### config.mk
export PLATFORM = sky130hd
export DESIGN_NAME = alu_pipe
export DESIGN_NICKNAME = d
export VERILOG_FILES = /design/src/rtl/alu_pipe.sv
export SDC_FILE = /design/constraint.sdc
export NUM_CORES = 1
export LEC_CHECK = 0
export ABC_AREA = 1
export CORE_ASPECT_RATIO = 1.1
export CORE_MARGIN = 2
export CORE_UTILIZATION = 55
export CTS_BUF_LIST = sky130_fd_sc_hd__clkbuf_2 sky130_fd_sc_hd__clkbuf_4 sky130_fd_sc_hd__clkbuf_8
export DETAILED_ROUTE_END_ITERATION = 10
export GPL_TIMING_DRIVEN = 0
export MAX_ROUTING_LAYER = met4
export PLACE_DENSITY = 0.74
export SLEW_MARGIN = 10
export SYNTH_ARGS = -nofsm -noshare
export SYNTH_HDL_FRONTEND = slang
export SYNTH_SLANG_ARGS = --single-unit
### constraint.sdc
create_clock -name clock -period 8.6 [get_ports clock]
set_clock_uncertainty 0.2 [all_clocks]
set_input_delay 2.58 -clock clock [delete_from_list [all_inputs] [get_ports clock]]
set_output_delay 2.58 -clock clock [all_outputs]
set_load 0.005 [all_outputs]
### src/rtl/alu_pipe.sv
// Handshaked ALU: single-cycle logic/arith/shift ops plus a WIDTH-cycle
// iterative unsigned multiplier, valid/ready on both request and result sides.
module alu_pipe #(
  parameter  int WIDTH = 32,
  localparam int SHW   = $clog2(WIDTH)
) (
  input  logic             clock,
  input  logic             reset_n,
  input  logic             in_valid,
  output logic             in_ready,
  input  logic [3:0]       alu_op,
  input  logic [WIDTH-1:0] rs,
  input  logic [WIDTH-1:0] rt,
  input  logic [SHW-1:0]   shamt,
  output logic             out_valid,
  input  logic             out_ready,
  output logic [WIDTH-1:0] result,
  output logic             zero,
  output logic             overflow
);

  localparam logic [3:0] OP_ADD  = 4'h1;
  localparam logic [3:0] OP_SUB  = 4'h2;
  localparam logic [3:0] OP_AND  = 4'h3;
  localparam logic [3:0] OP_OR   = 4'h4;
  localparam logic [3:0] OP_NOR  = 4'h5;
  localparam logic [3:0] OP_SLT  = 4'h6;
  localparam logic [3:0] OP_SLL  = 4'h7;
  localparam logic [3:0] OP_SRL  = 4'h8;
  localparam logic [3:0] OP_SRA  = 4'h9;
  localparam logic [3:0] OP_MULU = 4'hA;

  localparam logic [SHW-1:0] LAST = SHW'(WIDTH - 1);

  typedef enum logic {IDLE, MUL} state_e;

  state_e             state_q, state_d;
  logic               run_q;
  logic               accept, is_mul;
  logic [WIDTH-1:0]   dp_res, sum, diff;
  logic               dp_ov;
  logic [2*WIDTH-1:0] mc_q, acc_q, acc_step;
  logic [WIDTH-1:0]   mp_q;
  logic [SHW-1:0]     cnt_q;

  assign is_mul = (alu_op == OP_MULU);
  assign accept = in_valid && in_ready;

  // NOTE: sequential state uses non-blocking (<=) so every flop samples
  // pre-edge values regardless of process ordering.
  always_ff @(posedge clock or negedge reset_n) begin
    if (!reset_n) state_q <= IDLE;
    else          state_q <= state_d;
  end

  // NOTE: every always_comb output gets a default first, so no path can
  // leave a signal unassigned and infer a latch.
  always_comb begin
    state_d = state_q;
    case (state_q)
      IDLE:    if (accept && is_mul) state_d = MUL;
      MUL:     if (cnt_q == LAST)    state_d = IDLE;
      default: state_d = IDLE;
    endcase
  end

  // run_q holds in_ready low through reset and releases it one edge later.
  always_comb begin
    in_ready = run_q && (state_q == IDLE) && (!out_valid || out_ready);
  end

  always_comb begin
    dp_res = '0;
    dp_ov  = 1'b0;
    sum    = rs + rt;
    diff   = rs - rt;
    case (alu_op)
      OP_ADD: begin
        dp_res = sum;
        dp_ov  = (rs[WIDTH-1] == rt[WIDTH-1]) && (sum[WIDTH-1] != rs[WIDTH-1]);
      end
      OP_SUB: begin
        dp_res = diff;
        dp_ov  = (rs[WIDTH-1] != rt[WIDTH-1]) && (diff[WIDTH-1] != rs[WIDTH-1]);
      end
      OP_AND:  dp_res = rs & rt;
      OP_OR:   dp_res = rs | rt;
      OP_NOR:  dp_res = ~(rs | rt);
      OP_SLT:  dp_res = {{(WIDTH-1){1'b0}}, ($signed(rs) < $signed(rt))};
      OP_SLL:  dp_res = rt << shamt;
      OP_SRL:  dp_res = rt >> shamt;
      OP_SRA:  dp_res = $signed(rt) >>> shamt;
      default: begin
        dp_res = '0;
        dp_ov  = 1'b0;
      end
    endcase
  end

  // Shift-add: multiplicand moves left, multiplier moves right, one bit per step.
  assign acc_step = acc_q + (mp_q[0] ? mc_q : '0);

  always_ff @(posedge clock or negedge reset_n) begin
    if (!reset_n) begin
      run_q     <= 1'b0;
      out_valid <= 1'b0;
      result    <= '0;
      zero      <= 1'b0;
      overflow  <= 1'b0;
      mc_q      <= '0;
      mp_q      <= '0;
      acc_q     <= '0;
      cnt_q     <= '0;
    end else begin
      run_q <= 1'b1;
      if (accept) begin
        if (is_mul) begin
          mc_q      <= {{WIDTH{1'b0}}, rs};
          mp_q      <= rt;
          acc_q     <= '0;
          cnt_q     <= '0;
          out_valid <= 1'b0;
        end else begin
          result    <= dp_res;
          zero      <= (dp_res == '0);
          overflow  <= dp_ov;
          out_valid <= 1'b1;
        end
      end else if (state_q == MUL) begin
        acc_q <= acc_step;
        mc_q  <= mc_q << 1;
        mp_q  <= mp_q >> 1;
        cnt_q <= cnt_q + SHW'(1);
        if (cnt_q == LAST) begin
          result    <= acc_step[WIDTH-1:0];
          zero      <= (acc_step[WIDTH-1:0] == '0);
          overflow  <= |acc_step[2*WIDTH-1:WIDTH];
          out_valid <= 1'b1;
        end
      end else if (out_valid && out_ready) begin
        out_valid <= 1'b0;
      end
    end
  end

endmodule

Word level (Yosys, flattened, before mapping)
Index checks and enable logic that the tools add are counted.
Word-level totals
  register bits after elaboration: 202
  bits of input ports: 77
  output and inout bits: 36
  word-level logic and storage cells: 93
Cells by class
  add/sub/neg operators: 4
  magnitude comparators: 1
  equal/unequal tests: 18
  shift-type cells: 3
  mux-type cells: 35
  bitwise logic cells: 4
  reductions and logical operators: 18
Operators with widths (number)
  $mux W64: 7
  $pmux W32 S9: 1
  $mux W32: 7
  $add A64 B64 Y64: 1
  $logic_not A32 Y1: 2
  $add A32 B32 Y32: 1
  $and A32 B32 Y32: 1
  $lt A32 B32 Y1: 1
  $not A32 Y32: 1
  $or A32 B32 Y32: 1
  $reduce_or A32 Y1: 1
  $shl A32 B5 Y32: 1
  $shr A32 B5 Y32: 1
  $sshr A32 B5 Y32: 1
  $sub A32 B32 Y32: 1
  $eq A4 B3 Y1 const B: 4
  $mux W1: 15
  $mux W5: 3
  $eq A4 B4 Y1 const B: 3
  $eq A4 B2 Y1 const B: 2
  $logic_and A1 B1 Y1: 7
  $add A5 B1 Y5 const B: 1
  $eq A5 B5 Y1 const B: 1
  $eq A4 B1 Y1 const B: 1
  other kinds (13): 18

Logic depth before layout (Yosys ltp)
  depth after elaboration: 7
  mapped depth: 27
  depth with buffers taken out: 25

Worst setup path after synthesis
No wires, ideal clock.
  path kind: input port to output port
  from: in out_ready
  to: out in_ready
  arrival: 2.822 ns
  required time: 5.820 ns
  setup slack: 2.998 ns
  cell stages on the path: 4
  buffers on the path: 0
  cells stage by stage: inv_1 > nand2_1 > nand2_1 > nor2_1
Between the ends
  longest elaborated chain between the ends: 2
RTL lines
  start, declared: RTL line 16  | input logic out_ready,
  $logic_or A1 B1 Y1: RTL line 69  | in_ready = run_q && (state_q == IDLE) && (!out_valid || out_ready);
  $logic_and A1 B1 Y1: RTL line 69
  end, declared: RTL line 10  | output logic in_ready,
Every way passes these cells.

Final worst setup path
Same ends and word-level chain as after synthesis.

==> impl_metrics.prom <==
# TYPE chip_impl_metric gauge
chip_impl_metric{name="floorplan.die_area",unit="mm2"} 0.0458
chip_impl_metric{name="tightestPinTransition",unit="ns"} 0.946
chip_impl_metric{name="cts_num_sinks",unit=""} 202
chip_impl_metric{name="pwr-share-clk",unit="%"} 14.2
chip_impl_metric{name="grt_usage",unit="%"} 49.7
chip_impl_metric{name="p_int",unit="mW"} 3.22
chip_impl_metric{name="path_clk_slew",unit="ns"} 0.06
chip_impl_metric{name="arrival_time_reported_for_the_critical_path_endpoint",unit="ns"} 3.81
chip_impl_metric{name="detailroute.wirelength.met3",unit="mm"} 13.2
chip_impl_metric{name="grt_pass1_vias",unit=""} 28000
chip_impl_info{name="timing.critical_path.to_type",value="primary output"} 1
chip_impl_metric{name="fin_crit_sh",unit="%"} 76.6
chip_impl_info{name="rsz_0062_raised_after_global_routing",value="false"} 1
chip_impl_metric{name="drt_wl_total",unit="mm"} 113
chip_impl_metric{name="cts_inserted_buffers",unit=""} 37
chip_impl_metric{name="postCtsResizedCells",unit=""} 0
chip_impl_metric{name="final-hold-violation-count",unit=""} 0
chip_impl_metric{name="timing.final.crit_period",unit="ns"} 6.59
chip_impl_info{name="routed.top_layer",value="met4"} 1
chip_impl_metric{name="finalSetupViolCount",unit=""} 0
chip_impl_info{name="worstSetupStartpointType",value="primary input"} 1
chip_impl_metric{name="fmaxAchievable",unit="MHz"} 152
chip_impl_metric{name="detail_route.first_pass.iterations",unit=""} 9
chip_impl_metric{name="synth.net_count",unit=""} 4507
chip_impl_info{name="top_reg_cell_synth",value="sky130_fd_sc_hd__dfrtp_1"} 1
chip_impl_metric{name="floorplan.die.width",unit="um"} 204
chip_impl_metric{name="drt_initial_violations",unit=""} 4238
chip_impl_info{name="worst_setup_path_category",value="primary input to primary output"} 1
chip_impl_metric{name="fin_hold_ws",unit="ns"} 0.282
chip_impl_metric{name="pre_cts_slack",unit="ns"} 2.00
chip_impl_metric{name="first_pass_grt_wire_length",unit="mm"} 165
chip_impl_metric{name="ys_seq_area_share",unit="%"} 20.8
chip_impl_metric{name="layout.nets",unit=""} 4655
chip_impl_metric{name="synth_area_per_cell",unit="um2"} 5.69
chip_impl_metric{name="pin_count",unit=""} 113
chip_impl_metric{name="wl_met2",unit="mm"} 48.0
chip_impl_metric{name="grt_antenna_before_repair",unit=""} 4
chip_impl_metric{name="cts_max_path_buffers",unit=""} 3
chip_impl_metric{name="post_cts_hold_buffer_count",unit=""} 0
chip_impl_metric{name="static-leakage-power",unit="nW"} 14.2
chip_impl_metric{name="final_worst_path_setup_slack",unit="ns"} 2.01
chip_impl_metric{name="comb_power_share",unit="%"} 62.4
chip_impl_metric{name="fraction_of_layout_cells_with_a_size_suffix_above_1",unit="%"} 5.11
chip_impl_metric{name="gp_congestion",unit=""} 1.16
chip_impl_info{name="status",value="completed"} 1
chip_impl_metric{name="clock_tree.htree_level_count",unit=""} 2
chip_impl_info{name="hp-class",value="flip-flop to flip-flop"} 1
chip_impl_metric{name="slew_violations",unit=""} 0
chip_impl_metric{name="route.detailed.wl_per_inst",unit="um"} 22.5
chip_impl_metric{name="port_buffer_count",unit=""} 108
chip_impl_metric{name="height_of_the_die",unit="um"} 224
chip_impl_metric{name="drv.max_cap_violation_count",unit=""} 0
chip_impl_metric{name="synth_edf_count",unit=""} 0
chip_impl_metric{name="fin_area",unit="mm2"} 0.0269
chip_impl_metric{name="dpl.hpwl",unit="mm"} 92.4
chip_impl_metric{name="synth-async-reset-ratio",unit="%"} 100
chip_impl_metric{name="synth.cell_area",unit="mm2"} 0.0243
chip_impl_metric{name="power_switching",unit="mW"} 3.68
chip_impl_metric{name="utilization",unit="%"} 61.9
chip_impl_metric{name="vdd.ir_drop.worst",unit="V"} 0.000155
chip_impl_info{name="ctsRootBufferMaster",value="sky130_fd_sc_hd__clkbuf_8"} 1
chip_impl_metric{name="pwr_density_cell",unit="mW/mm2"} 257
chip_impl_metric{name="clk_latency",unit="ns"} 0.63
chip_impl_metric{name="post_cts.repair.setup_buffers",unit=""} 0
chip_impl_metric{name="via_count",unit=""} 30500
chip_impl_info{name="mostFrequentLayoutCells",value="sky130_fd_sc_hd__nand2_1, sky130_fd_sc_hd__inv_1, sky130_fd_sc_hd__nand3_1"} 1
chip_impl_metric{name="power.share.switching",unit="%"} 53.3
chip_impl_metric{name="start_util",unit="%"} 55.9
chip_impl_metric{name="synth-warning-count",unit=""} 0
chip_impl_metric{name="synth.distinct_cells",unit=""} 54
chip_impl_metric{name="placement_rows",unit=""} 80
chip_impl_metric{name="post_dp_cell_area",unit="mm2"} 0.0261
chip_impl_metric{name="critical_path_peak_fanout",unit=""} 3
chip_impl_info{name="cts_tree",value="done"} 1
chip_impl_metric{name="detail_route.vias_per_cell",unit=""} 6.07
chip_impl_metric{name="cp_data_required_time",unit="ns"} 5.82
chip_impl_metric{name="grt-ovfl-total",unit=""} 0
chip_impl_metric{name="largest_net_degree_at_the_start_of_global_routing",unit=""} 106
chip_impl_metric{name="drc_violation_count_after_routing",unit=""} 0
chip_impl_metric{name="p_seq_share",unit="%"} 23.3
chip_impl_info{name="layout.cells.most_common",value="sky130_fd_sc_hd__nand2_1"} 1
chip_impl_metric{name="syn-instance-count",unit=""} 4266
chip_impl_metric{name="placeableCoreArea",unit="mm2"} 0.0434
chip_impl_metric{name="syn_to_final_growth",unit="%"} 10.7
chip_impl_metric{name="synth_seq_cells",unit=""} 202
chip_impl_metric{name="drt.antenna.violating_nets",unit=""} 0
chip_impl_metric{name="slew-limit-headroom",unit="%"} 37.0
chip_impl_metric{name="met1Wirelength",unit="mm"} 41.2
## final timing paths
kind	from	endpoint	slack (ns)	cells after the start
max in group asynchronous	reset_n	mp_q[4]	5.30	2
min reg2reg	result[12]	result[12]	0.28	2
max reg2reg	mp_q[0]	overflow	3.76	23
max	out_ready	in_ready	2.01	6
min in group asynchronous	reset_n	mc_q[7]	1.84	1
min	result[12]	result[12]	0.28	2
## registers in the layout, indices dropped and copies added (netlist names), 5 cells and up
register,flops
mp_q,32
cnt_q,5
mc_q,64
acc_q,64
result,32
## critical path, stage by stage
cell	delay, ns
sky130_fd_sc_hd__clkdlybuf4s50_1	0.45
sky130_fd_sc_hd__inv_1	0.03
sky130_fd_sc_hd__nand2_1	0.09
sky130_fd_sc_hd__nand2_1	0.06
sky130_fd_sc_hd__nor2_1	0.08
sky130_fd_sc_hd__clkdlybuf4s50_1	0.51
## cell usage after synthesis, types with 2 or more instances
cell type | count | area share [%]
sky130_fd_sc_hd__nand2_2 | 24 | 0.62
sky130_fd_sc_hd__nor3_1 | 43 | 0.89
sky130_fd_sc_hd__nand3_1 | 527 | 11
sky130_fd_sc_hd__buf_1 | 14 | 0.22
sky130_fd_sc_hd__buf_2 | 55 | 1.1
sky130_fd_sc_hd__and3_1 | 4 | 0.10
sky130_fd_sc_hd__buf_4 | 11 | 0.34
sky130_fd_sc_hd__nor2_1 | 461 | 7.1
sky130_fd_sc_hd__a21oi_1 | 195 | 4.0
sky130_fd_sc_hd__inv_1 | 581 | 9.0
sky130_fd_sc_hd__xor2_1 | 8 | 0.29
sky130_fd_sc_hd__o21a_1 | 2 | 0.062
sky130_fd_sc_hd__clkbuf_2 | 5 | 0.10
sky130_fd_sc_hd__a31oi_1 | 59 | 1.5
sky130_fd_sc_hd__nor4_1 | 5 | 0.13
sky130_fd_sc_hd__a211oi_1 | 2 | 0.062
sky130_fd_sc_hd__nand4_1 | 38 | 0.98
sky130_fd_sc_hd__a221oi_1 | 4 | 0.14
sky130_fd_sc_hd__o21bai_1 | 13 | 0.40
sky130_fd_sc_hd__a22o_1 | 7 | 0.25
sky130_fd_sc_hd__nor3_2 | 5 | 0.21
sky130_fd_sc_hd__nand3_2 | 11 | 0.45
sky130_fd_sc_hd__dfrtp_1 | 202 | 21
sky130_fd_sc_hd__o21ai_1 | 18 | 0.37
sky130_fd_sc_hd__nand2_1 | 1379 | 21
sky130_fd_sc_hd__nand3b_1 | 14 | 0.43
sky130_fd_sc_hd__ha_1 | 161 | 8.3
sky130_fd_sc_hd__inv_2 | 18 | 0.28
sky130_fd_sc_hd__clkbuf_1 | 66 | 1.0
sky130_fd_sc_hd__o211ai_1 | 19 | 0.59
sky130_fd_sc_hd__and2_1 | 8 | 0.21
sky130_fd_sc_hd__buf_6 | 10 | 0.46
sky130_fd_sc_hd__fa_1 | 3 | 0.25
sky130_fd_sc_hd__o221ai_1 | 3 | 0.11
sky130_fd_sc_hd__o22ai_1 | 35 | 0.90
sky130_fd_sc_hd__nand2_4 | 9 | 0.42
sky130_fd_sc_hd__o21ai_0 | 209 | 4.3
sky130_fd_sc_hd__nor2_2 | 7 | 0.18
sky130_fd_sc_hd__xnor2_1 | 16 | 0.58
## cell type report
| type | instances | area, um2 |
|---|---|---|
| multi-input cells | 3301 | 16100 |
| diodes | 6 | 15.0 |
| inverters | 601 | 2260 |
| well taps | 574 | 718 |
| flip-flops and latches | 202 | 5050 |
| repair buffers | 109 | 1110 |
| plain buffers | 162 | 816 |
| clock inverters | 15 | 135 |
| fillers | 4380 | 16600 |
| clock buffers | 48 | 617 |
## power groups by stage
stage / Combinational [mW] / Clock, mW / Sequential (mW)
finish: 4.31 / 0.982 / 1.61
floorplan: 2.73 / 0 / 1.54
global route: 4.66 / 1.01 / 1.64
CTS: 4.13 / 0.975 / 1.59
detailed placement: 4.09 / 0 / 1.60
global placement: 4.02 / 0 / 1.59
## cell families after synthesis
logic type,Yosys count,synth area share [%]
other,1,0.0154
AO/OA/AOI/OAI,573,13.0
adder cells (fa/ha/maj),164,8.55
XOR/XNOR,24,0.866
flip-flops,202,20.8
buffers and inverters,763,12.7
AND/OR/NAND/NOR,2539,44.1
## per-stage QoR
step                power, mW  std cells  TNS [ns]
floorplan                4.26       4266         0
global placement         5.61       4948   -730.84
detailed placement       5.69       4949         0
CTS                      6.70       5012         0
global route             7.32       5016         0
finish                   6.90       5018         0
## metal layers
layer / global-route usage, % / up-vias
li1: - / 14000
met1: 57.8 / 13900
met2: 74.6 / 2062
met3: 11.7 / 554
met4: 37.1 / 0
met5: - / -
(Power assumes the default switching activity.)
